--- src/rtl/id_pipe_stage.sv ---
// RISC-V instruction-decode stage: decode, register file and a valid/ready output register.
// Optional macro REGFILE_BYPASS_EN forwards same-cycle writeback data into operands on accept.
module id_pipe_stage #(
    parameter int XLEN     = 32,
    parameter int NUM_REGS = 32
) (
    input  logic            clk,
    input  logic            rst,
    input  logic            id_flush,
    input  logic            in_valid,
    output logic            in_ready,
    input  logic [31:0]     instruction_in,
    input  logic [XLEN-1:0] pc_in,
    input  logic            reg_file_wr_en,
    input  logic [4:0]      reg_file_wr_addr,
    input  logic [XLEN-1:0] reg_file_wr_data,
    output logic            out_valid,
    input  logic            out_ready,
    output logic [XLEN-1:0] pc_out,
    output logic [XLEN-1:0] op1,
    output logic [XLEN-1:0] op2,
    output logic [XLEN-1:0] immediate,
    output logic [4:0]      rs1,
    output logic [4:0]      rs2,
    output logic [4:0]      rd,
    output logic [2:0]      func3,
    output logic [6:0]      func7,
    output logic [8:0]      decoded_instruction,
    output logic            alu_src,
    output logic            wb_reg_file,
    output logic            m_type_inst,
    output logic            invalid_inst
);
    localparam int         AW      = $clog2(NUM_REGS);
    localparam logic [5:0] NREGS_U = 6'(NUM_REGS);
    localparam logic [6:0] OPC_R     = 7'b0110011;
    localparam logic [6:0] OPC_I     = 7'b0010011;
    localparam logic [6:0] OPC_S     = 7'b0100011;
    localparam logic [6:0] OPC_LOAD  = 7'b0000011;
    localparam logic [6:0] OPC_LUI   = 7'b0110111;
    localparam logic [6:0] OPC_B     = 7'b1100011;
    localparam logic [6:0] OPC_JAL   = 7'b1101111;
    localparam logic [6:0] OPC_AUIPC = 7'b0010111;
    localparam logic [6:0] OPC_JALR  = 7'b1100111;

    logic [XLEN-1:0] r_rf [NUM_REGS];
    logic            r_out_valid;
    logic [XLEN-1:0] r_pc, r_op1, r_op2, r_imm;
    logic [4:0]      r_rs1, r_rs2, r_rd;
    logic [2:0]      r_func3;
    logic [6:0]      r_func7;
    logic [8:0]      r_dec;
    logic            r_alu_src, r_wb, r_m, r_inv;

    logic            w_accept, w_wr_ok;
    logic [6:0]      w_opc;
    logic [4:0]      w_rs1f, w_rs2f, w_rdf;
    logic [8:0]      w_dec, w_dec_v;
    logic [XLEN-1:0] w_imm, w_imm_v, w_op1, w_op2;
    logic            w_use_rs1, w_use_rs2, w_use_rd, w_known, w_invalid;

    function automatic logic in_range(input logic [4:0] a);
        return ({1'b0, a} < NREGS_U);
    endfunction

    function automatic logic [XLEN-1:0] rf_read(input logic [4:0] a);
        return ((a == 5'd0) || !in_range(a)) ? '0 : r_rf[a[AW-1:0]];
    endfunction

    assign in_ready = !r_out_valid || out_ready;
    assign w_accept = in_valid && in_ready;
    assign w_wr_ok  = reg_file_wr_en && (reg_file_wr_addr != 5'd0) && in_range(reg_file_wr_addr);
    assign w_opc    = instruction_in[6:0];
    assign w_rs1f   = instruction_in[19:15];
    assign w_rs2f   = instruction_in[24:20];
    assign w_rdf    = instruction_in[11:7];

    // Opcode decode: one-hot class, which register fields are used, and the raw immediate.
    always_comb begin
        w_dec     = 9'b0;
        w_imm     = '0;
        w_use_rs1 = 1'b0;
        w_use_rs2 = 1'b0;
        w_use_rd  = 1'b0;
        w_known   = 1'b1;
        case (w_opc)
            OPC_R:     begin w_dec[8] = 1'b1; w_use_rs1 = 1'b1; w_use_rs2 = 1'b1; w_use_rd = 1'b1; end
            OPC_I:     begin w_dec[7] = 1'b1; w_use_rs1 = 1'b1; w_use_rd = 1'b1;
                             w_imm = XLEN'($signed(instruction_in[31:20])); end
            OPC_S:     begin w_dec[6] = 1'b1; w_use_rs1 = 1'b1; w_use_rs2 = 1'b1;
                             w_imm = XLEN'($signed({instruction_in[31:25], instruction_in[11:7]})); end
            OPC_LOAD:  begin w_dec[5] = 1'b1; w_use_rs1 = 1'b1; w_use_rd = 1'b1;
                             w_imm = XLEN'($signed(instruction_in[31:20])); end
            OPC_LUI:   begin w_dec[4] = 1'b1; w_use_rd = 1'b1;
                             w_imm = XLEN'($signed({instruction_in[31:12], 12'b0})); end
            OPC_B:     begin w_dec[3] = 1'b1; w_use_rs1 = 1'b1; w_use_rs2 = 1'b1;
                             w_imm = XLEN'($signed({instruction_in[31], instruction_in[7],
                                     instruction_in[30:25], instruction_in[11:8], 1'b0})); end
            OPC_JAL:   begin w_dec[2] = 1'b1; w_use_rd = 1'b1;
                             w_imm = XLEN'($signed({instruction_in[31], instruction_in[19:12],
                                     instruction_in[20], instruction_in[30:21], 1'b0})); end
            OPC_AUIPC: begin w_dec[1] = 1'b1; w_use_rd = 1'b1;
                             w_imm = XLEN'($signed({instruction_in[31:12], 12'b0})); end
            OPC_JALR:  begin w_dec[0] = 1'b1; w_use_rs1 = 1'b1; w_use_rd = 1'b1;
                             w_imm = XLEN'($signed(instruction_in[31:20])); end
            default:   w_known = 1'b0;
        endcase
    end

    // Validity qualification and operand read (RV-E register fields above the file are illegal).
    always_comb begin
        w_invalid = !w_known || (w_use_rs1 && !in_range(w_rs1f)) ||
                    (w_use_rs2 && !in_range(w_rs2f)) || (w_use_rd && !in_range(w_rdf));
        w_dec_v   = w_invalid ? 9'b0 : w_dec;
        w_imm_v   = w_invalid ? '0 : w_imm;
`ifdef REGFILE_BYPASS_EN
        w_op1     = (w_wr_ok && (reg_file_wr_addr == w_rs1f)) ? reg_file_wr_data : rf_read(w_rs1f);
        w_op2     = (w_wr_ok && (reg_file_wr_addr == w_rs2f)) ? reg_file_wr_data : rf_read(w_rs2f);
`else
        w_op1     = rf_read(w_rs1f);
        w_op2     = rf_read(w_rs2f);
`endif
    end

    // Output register: flush beats accept, accept beats hold, hold refreshes operands from writeback.
    always_ff @(posedge clk) begin
        if (!rst) begin
            r_out_valid <= 1'b0;
            r_pc        <= '0;
            r_op1       <= '0;
            r_op2       <= '0;
            r_imm       <= '0;
            r_rs1       <= 5'd0;
            r_rs2       <= 5'd0;
            r_rd        <= 5'd0;
            r_func3     <= 3'd0;
            r_func7     <= 7'd0;
            r_dec       <= 9'd0;
            r_alu_src   <= 1'b0;
            r_wb        <= 1'b0;
            r_m         <= 1'b0;
            r_inv       <= 1'b0;
        end else if (id_flush) begin
            r_out_valid <= 1'b0;
        end else if (w_accept) begin
            r_out_valid <= 1'b1;
            r_pc        <= pc_in;
            r_op1       <= w_op1;
            r_op2       <= w_op2;
            r_imm       <= w_imm_v;
            r_rs1       <= w_rs1f;
            r_rs2       <= w_rs2f;
            r_rd        <= w_rdf;
            r_func3     <= instruction_in[14:12];
            r_func7     <= instruction_in[31:25];
            r_dec       <= w_dec_v;
            r_alu_src   <= !w_invalid && !(w_dec[8] || w_dec[3]);
            r_wb        <= !w_invalid && !(w_dec[6] || w_dec[3]);
            r_m         <= !w_invalid && w_dec[8] && (instruction_in[31:25] == 7'b0000001);
            r_inv       <= w_invalid;
        end else if (r_out_valid && !out_ready) begin
            if (w_wr_ok && (reg_file_wr_addr == r_rs1)) r_op1 <= reg_file_wr_data;
            if (w_wr_ok && (reg_file_wr_addr == r_rs2)) r_op2 <= reg_file_wr_data;
        end else begin
            r_out_valid <= 1'b0;
        end
    end

    // Register file: x0 and out-of-range addresses are never written.
    always_ff @(posedge clk) begin
        if (!rst) begin
            for (int k = 0; k < NUM_REGS; k++) r_rf[k] <= '0;
        end else if (w_wr_ok) begin
            r_rf[reg_file_wr_addr[AW-1:0]] <= reg_file_wr_data;
        end
    end

    assign out_valid           = r_out_valid;
    assign pc_out              = r_pc;
    assign op1                 = r_op1;
    assign op2                 = r_op2;
    assign immediate           = r_imm;
    assign rs1                 = r_rs1;
    assign rs2                 = r_rs2;
    assign rd                  = r_rd;
    assign func3               = r_func3;
    assign func7               = r_func7;
    assign decoded_instruction = r_dec;
    assign alu_src             = r_alu_src;
    assign wb_reg_file         = r_wb;
    assign m_type_inst         = r_m;
    assign invalid_inst        = r_inv;
endmodule

--- config.mk ---
export PLATFORM = sky130hd
export DESIGN_NAME = id_pipe_stage
export DESIGN_NICKNAME = d
export VERILOG_FILES = /design/src/rtl/id_pipe_stage.sv
export SDC_FILE = /design/constraint.sdc
export NUM_CORES = 2
export LEC_CHECK = 0
export ABC_AREA = 1
export CAP_MARGIN = 10
export CORE_MARGIN = 8
export CORE_UTILIZATION = 55
export CTS_BUF_LIST = sky130_fd_sc_hd__clkbuf_16
export DETAILED_ROUTE_END_ITERATION = 16
export HOLD_SLACK_MARGIN = 0.02
export PLACE_DENSITY = 0.76
export SLEW_MARGIN = 20
export SYNTH_ARGS = -nofsm -noshare
export SYNTH_HDL_FRONTEND = slang
export SYNTH_SLANG_ARGS = --single-unit
--- constraint.sdc ---
create_clock -name clk -period 2.5 [get_ports clk]
set_input_delay 0.25 -clock clk [delete_from_list [all_inputs] [get_ports clk]]
set_output_delay 0.25 -clock clk [all_outputs]
set_load 0.05 [all_outputs]
# --- Yosys cells after proc, flatten, opt, wreduce, memory -nomap -nowiden ---
# Memory sizes are Yosys's and may differ from the RTL's.
# Index checks and enable logic that the tools add are counted.
classes:
  bitwise: 2
  reduce_logical: 31
  mux: 30
  eq_ne: 13
ops:
  columns: ["cell", "n"]
  rows:
  - ["$mux W32", 10]
  - ["$pmux W32 S5", 1]
  - ["$reduce_or A32 Y1", 1]
  - ["$eq A7 B6 Y1 const B", 3]
  - ["$eq A7 B7 Y1 const B", 3]
  - ["$mux W1", 17]
  - ["$eq A7 B5 Y1 const B", 2]
  - ["$eq A5 B5 Y1", 2]
  - ["$logic_not A5 Y1", 2]
  - ["$logic_and A1 B1 Y1", 9]
  - ["$mux W9", 1]
  - ["$reduce_or A9 Y1", 1]
  - ["$eq A7 B1 Y1 const B", 1]
  - ["$eq A7 B2 Y1 const B", 1]
  - ["$reduce_and A3 Y1", 2]
  - ["$reduce_bool A2 Y1", 3]
  - ["$logic_not A1 Y1", 5]
  - ["$mux W5", 1]
  - ["$reduce_bool A5 Y1", 1]
  - ["$reduce_or A2 Y1", 2]
  - ["$logic_or A1 B1 Y1", 3]
  - ["$reduce_or A3 Y1", 1]
  - ["$ne A2 B2 Y1 const B", 1]
  - ["$not A1 Y1", 2]
  - ["$reduce_and A2 Y1", 1]
word_totals:
  mem_count: 1
  wordCells: 92
  ramBits: 1024
  input_bits: 107
  output_inout_bits: 168
  regBits: 167
memory_table:
  columns: ["memory", "depth", "word_bits", "read_ports", "rd_clocked_by_memory_dff", "wr", "line_no", "source"]
  rows:
  - ["r_rf", 32, 32, 2, 0, 32, "46", "logic [XLEN-1:0] r_rf [NUM_REGS];"]

# --- Logic depth before layout (Yosys ltp) ---
depth:
  depth_word: 7
  depth_mapped: 14
  mapped_depth_nobuf: 11

# --- Least setup slack after synthesis ---
# Ideal clock, no wire load.
synth_timing:
  path_kind: "input-to-reg"
  from: "in reg_file_wr_addr[4]"
  to: "mem r_rf[9][0], enable pin"
  cell_stages: 10
  slack_ps: 149
  t_arrival_ps: 1961
  path_buffers: 2
  required_time_ps: 2111
  cell_sequence: "buf_2 nor2_1 nand3_1 nand2_1 nor2_2 nand2_1 inv_2 nand2_1 clkbuf_1 nand2_1"
synth_rtl:
  columns: ["item", "line_no", "source"]
  rows:
  - ["start: declaration", "15", "input logic [4:0] reg_file_wr_addr,"]
  - ["end: declaration", "46", null]

# --- Worst setup path after layout ---
layout_timing:
  from: "reg r_out_valid, in the netlist out_valid"
  to: "out in_ready"
layout_between:
  elab_chain_cells: 2
layout_rtl:
  columns: ["item", "line_no", "source"]
  rows:
  - ["start: declaration", "47", "logic r_out_valid;"]
  - ["start signal: assignment", "128", "r_out_valid <= 1'b0;"]
  - ["start signal: assignment", "144", "r_out_valid <= 1'b0;"]
  - ["start signal: assignment", "146", "r_out_valid <= 1'b1;"]
  - ["$logic_not A1 Y1", "70", "assign in_ready = !r_out_valid || out_ready;"]
  - ["$logic_or A1 B1 Y1", "70", null]
  - ["end: declaration", "11", "output logic in_ready,"]
# No other way between the ends.

==> out/metrics.csv <==
stage,metric,value,unit
pwr,PwrDens,686,nW/um^2
finish,design area,73800,sq um
finish,fillcell total,9295,
cts,Worst-path clk slew,0.06,ns
job,maxcap violations,0,
floorplanning,placeable core area,114000,sq um
cts,total setup buffers inserted after CTS,0,
finish,ratio of cells with drive above 1 in the final layout,0.0765,
timing,Pins Over Slew Limit,0,
placement,I/O Buffers,274,
finish,Sequential Area,34100,sq um
placement,DP HPWL,152000,um
floorplanning,Initial Util,0.554,
floorplanning,Chip Height,355,um
floorplanning,FP Rows,124,
synth,#FFs+latches synth,1191,
pwr,Lkg Pwr,31.3,nW
cts,CTS tree,done,
timing,Tcrit/Tclk final,0.935,
cts,Clock Latency Late Sink,0.76,ns
timing,worst-margin pin slew,0.864,ns
synth,top-area cell type share of the netlist area,0.486,
route,Vias,63100,
synth,Yosys warning count,0,
placement,routability cong.,0.978,
timing,final setup vio count,0,
placement,post-place instance area,69500,sq um
cts,CTS HTree Levels,4,
global_routing,initial antenna violation count,13,
route,1st-pass router iterations,9,
critical_path,CP max-delay cell,clkdlybuf4s50_1,
finish,"Area growth, synth to finish",16.8,%
synth,Synth top cells by count,"nand2_1, nor2_1, nand3_1",
timing,Slew headroom,0.424,
cts,clk buf depth,3,
critical_path,crit-path most repeated cell,inv_1,
route,vias per cell,6.39,
synth,syn_area_per_cell,7.77,sq um
global_routing,largest net degree at the start of global routing,149,
hold_path,HP Class,input port to flop,
timing,min Tclk post-route,2.34,ns
route,WL per Instance,25.6,um
synth,register area share after synthesis,0.539,
timing,Max Fclk,428,MHz
critical_path,WP data arrival,2.09,ns
finish,footprint of the multi-input gates,25800,sq um
critical_path,required time worst endpoint,2.25,ns
cts,Num CTS Buffers,134,
global_routing,vias in the first global route,59600,
route,final WL,253000,um
route,Antenna Nets Post-Route,0,
finish,final net count,8356,
critical_path,Crit path largest cell delay,0.81,ns
global_routing,gr ovfl total,0,
synth,count of different cell masters after synthesis,28,
synth,"FFs w/ async S/R, synth",0,
status,status,"finished, final reports clean",
global_routing,first-pass GRT wire length,368000,um
cts,CTS Root Buffer Type,clkbuf_16,
synth,Mapped Cells,8139,
route,drt initial violations,12200,
synth,"EDFF count, synth",1024,
timing,RSZ-0062 raised after global routing,false,
route,# DRC,0,
floorplanning,die width,355,um
floorplanning,io pins,275,
synth,top cell type by total area after synthesis,edfxtp_1,
timing,Final Hold Fails,0,
critical_path,sequence of cells on the critical path,inv_1 > nor2_4 > inv_1 > clkdlybuf4s50_1,
synth,Synth Cell Area,63200,sq um
critical_path,crit end category,output port,
critical_path,Setup crit start kind,flop,
global_routing,Global Route Usage Sum,0.384,
timing,worst clock skew,0.0236,ns
synth,ys flop type,edfxtp_1,
pwr,VDD IR max,0.000706,V
critical_path,"critical path fanouts, max",4,
synth,top-count cell post-synth,nand2_1,
floorplanning,die area,126000,sq um
synth,largest cells by area after synthesis,"edfxtp_1, nand2_1, nand3_1, nor2_1, dfxtp_1",
critical_path,critical setup path kind,flop to output port,
cts,TritonCTS Sinks,1191,
timing,Final TNS setup,0,ns
worst max-delay path: cells and delay by family (launching register included):
kind / cells / cell delay, ns
buffers and inverters: 3 / 0.97
DFF: 1 / 0.31
and+or+nand+nor: 1 / 0.05
registers in the layout (all words and copies together) (netlist names):
name                 flops
r_rf                  1024
immediate               32
op1                     32
op2                     32
pc_out                  32
decoded_instruction      9
func7                    7
rd                       5
rs1                      5
rs2                      5
func3                    3
alu_src                  1
invalid_inst             1
m_type_inst              1
out_valid                1
wb_reg_file              1
final timing paths:
check                    startpoint                      end  slack (ns)  depth (start not counted)
max          out_valid$_SDFFE_PP0P_                 in_ready        0.16                          4
min reg2reg   func7[6]$_SDFFE_PN0P_    func7[6]$_SDFFE_PN0P_        0.45                          2
min                       pc_in[25]  pc_out[25]$_SDFFE_PN0P_        0.08                          3
max reg2reg  out_valid$_SDFFE_PP0P_  pc_out[11]$_SDFFE_PN0P_        0.64                          9
power by group:
group | switching, W | internal [W]
clock network | 0.00837 | 0.0114
logic | 0.00536 | 0.00225
registers | 0.000622 | 0.0227
cells in the final DEF, fill, tap and decap left out, drive strengths merged, types with 9 or more instances in the layout:
cell type         n
buf             360
clkbuf          144
edfxtp         1024
clkdlybuf4s50   261
nand3b           64
nand4             9
dfxtp           167
clkinv           59
inv             164
nand2          3094
nand3          1176
nor3             13
diode             9
a21oi           447
o21ai            55
bufinv           11
nor2           1253
conb             32
layer usage:
| layer | part of all wire | wire [um] | global-route usage | up-vias |
|---|---|---|---|---|
| met2 | 0.43 | 109000 | 0.576 | 5988 |
| met1 | 0.33 | 82600 | 0.476 | 28900 |
| met4 | 0.076 | 19300 | 0.245 | 8 |
| met5 | 0.00023 | 58 | 0 | - |
| met3 | 0.17 | 42100 | 0.127 | 1392 |
| li1 | - | - | - | 26800 |
metrics by stage:
step	util	setup WS [ns]	std cells	hold WS, ns	total power (W)
finish	0.647	0.162	9874	0.0816	0.0506
global route	0.647	0.0808	9865	0.0681	0.0517
CTS	0.647	0.119	9865	0.0455	0.0502
detailed placement	0.609	0.0598	9625	0.443	0.0309
global placement	0.609	0.119	9625	0.436	0.0307
floorplan	-	0.149	8170	0.385	0.0278
cell type report:
class,instances,share of cell area
clock buffer,142,0.0481
multi-input combinational,6157,0.349
clock inverter,98,0.0105
inverter,140,0.00764
sequential,1191,0.462
timing repair buffer,625,0.0969
tap,1512,0.0256
antenna,9,0.000305
cells by family (layout without fill, tap and decap cells):
| family | after synthesis | in the layout | synth area share |
|---|---|---|---|
| AND/OR/NAND/NOR | 5609 | 5609 | 0.361 |
| flip-flops | 1191 | 1191 | 0.539 |
| XOR/XNOR | 8 | 8 | 0.00111 |
| buffers and inverters | 822 | 1005 | 0.0580 |
| other | 1 | 41 | 0.0000593 |
| AO/OA/AOI/OAI | 508 | 508 | 0.0404 |
what timing repair did:
action                     4_1_cts  5_1_grt
setup endpoints to repair        2        0
resized for setup                2        0
hold buffers                     0        0
Note: power is estimated with default switching activity, not from simulation.
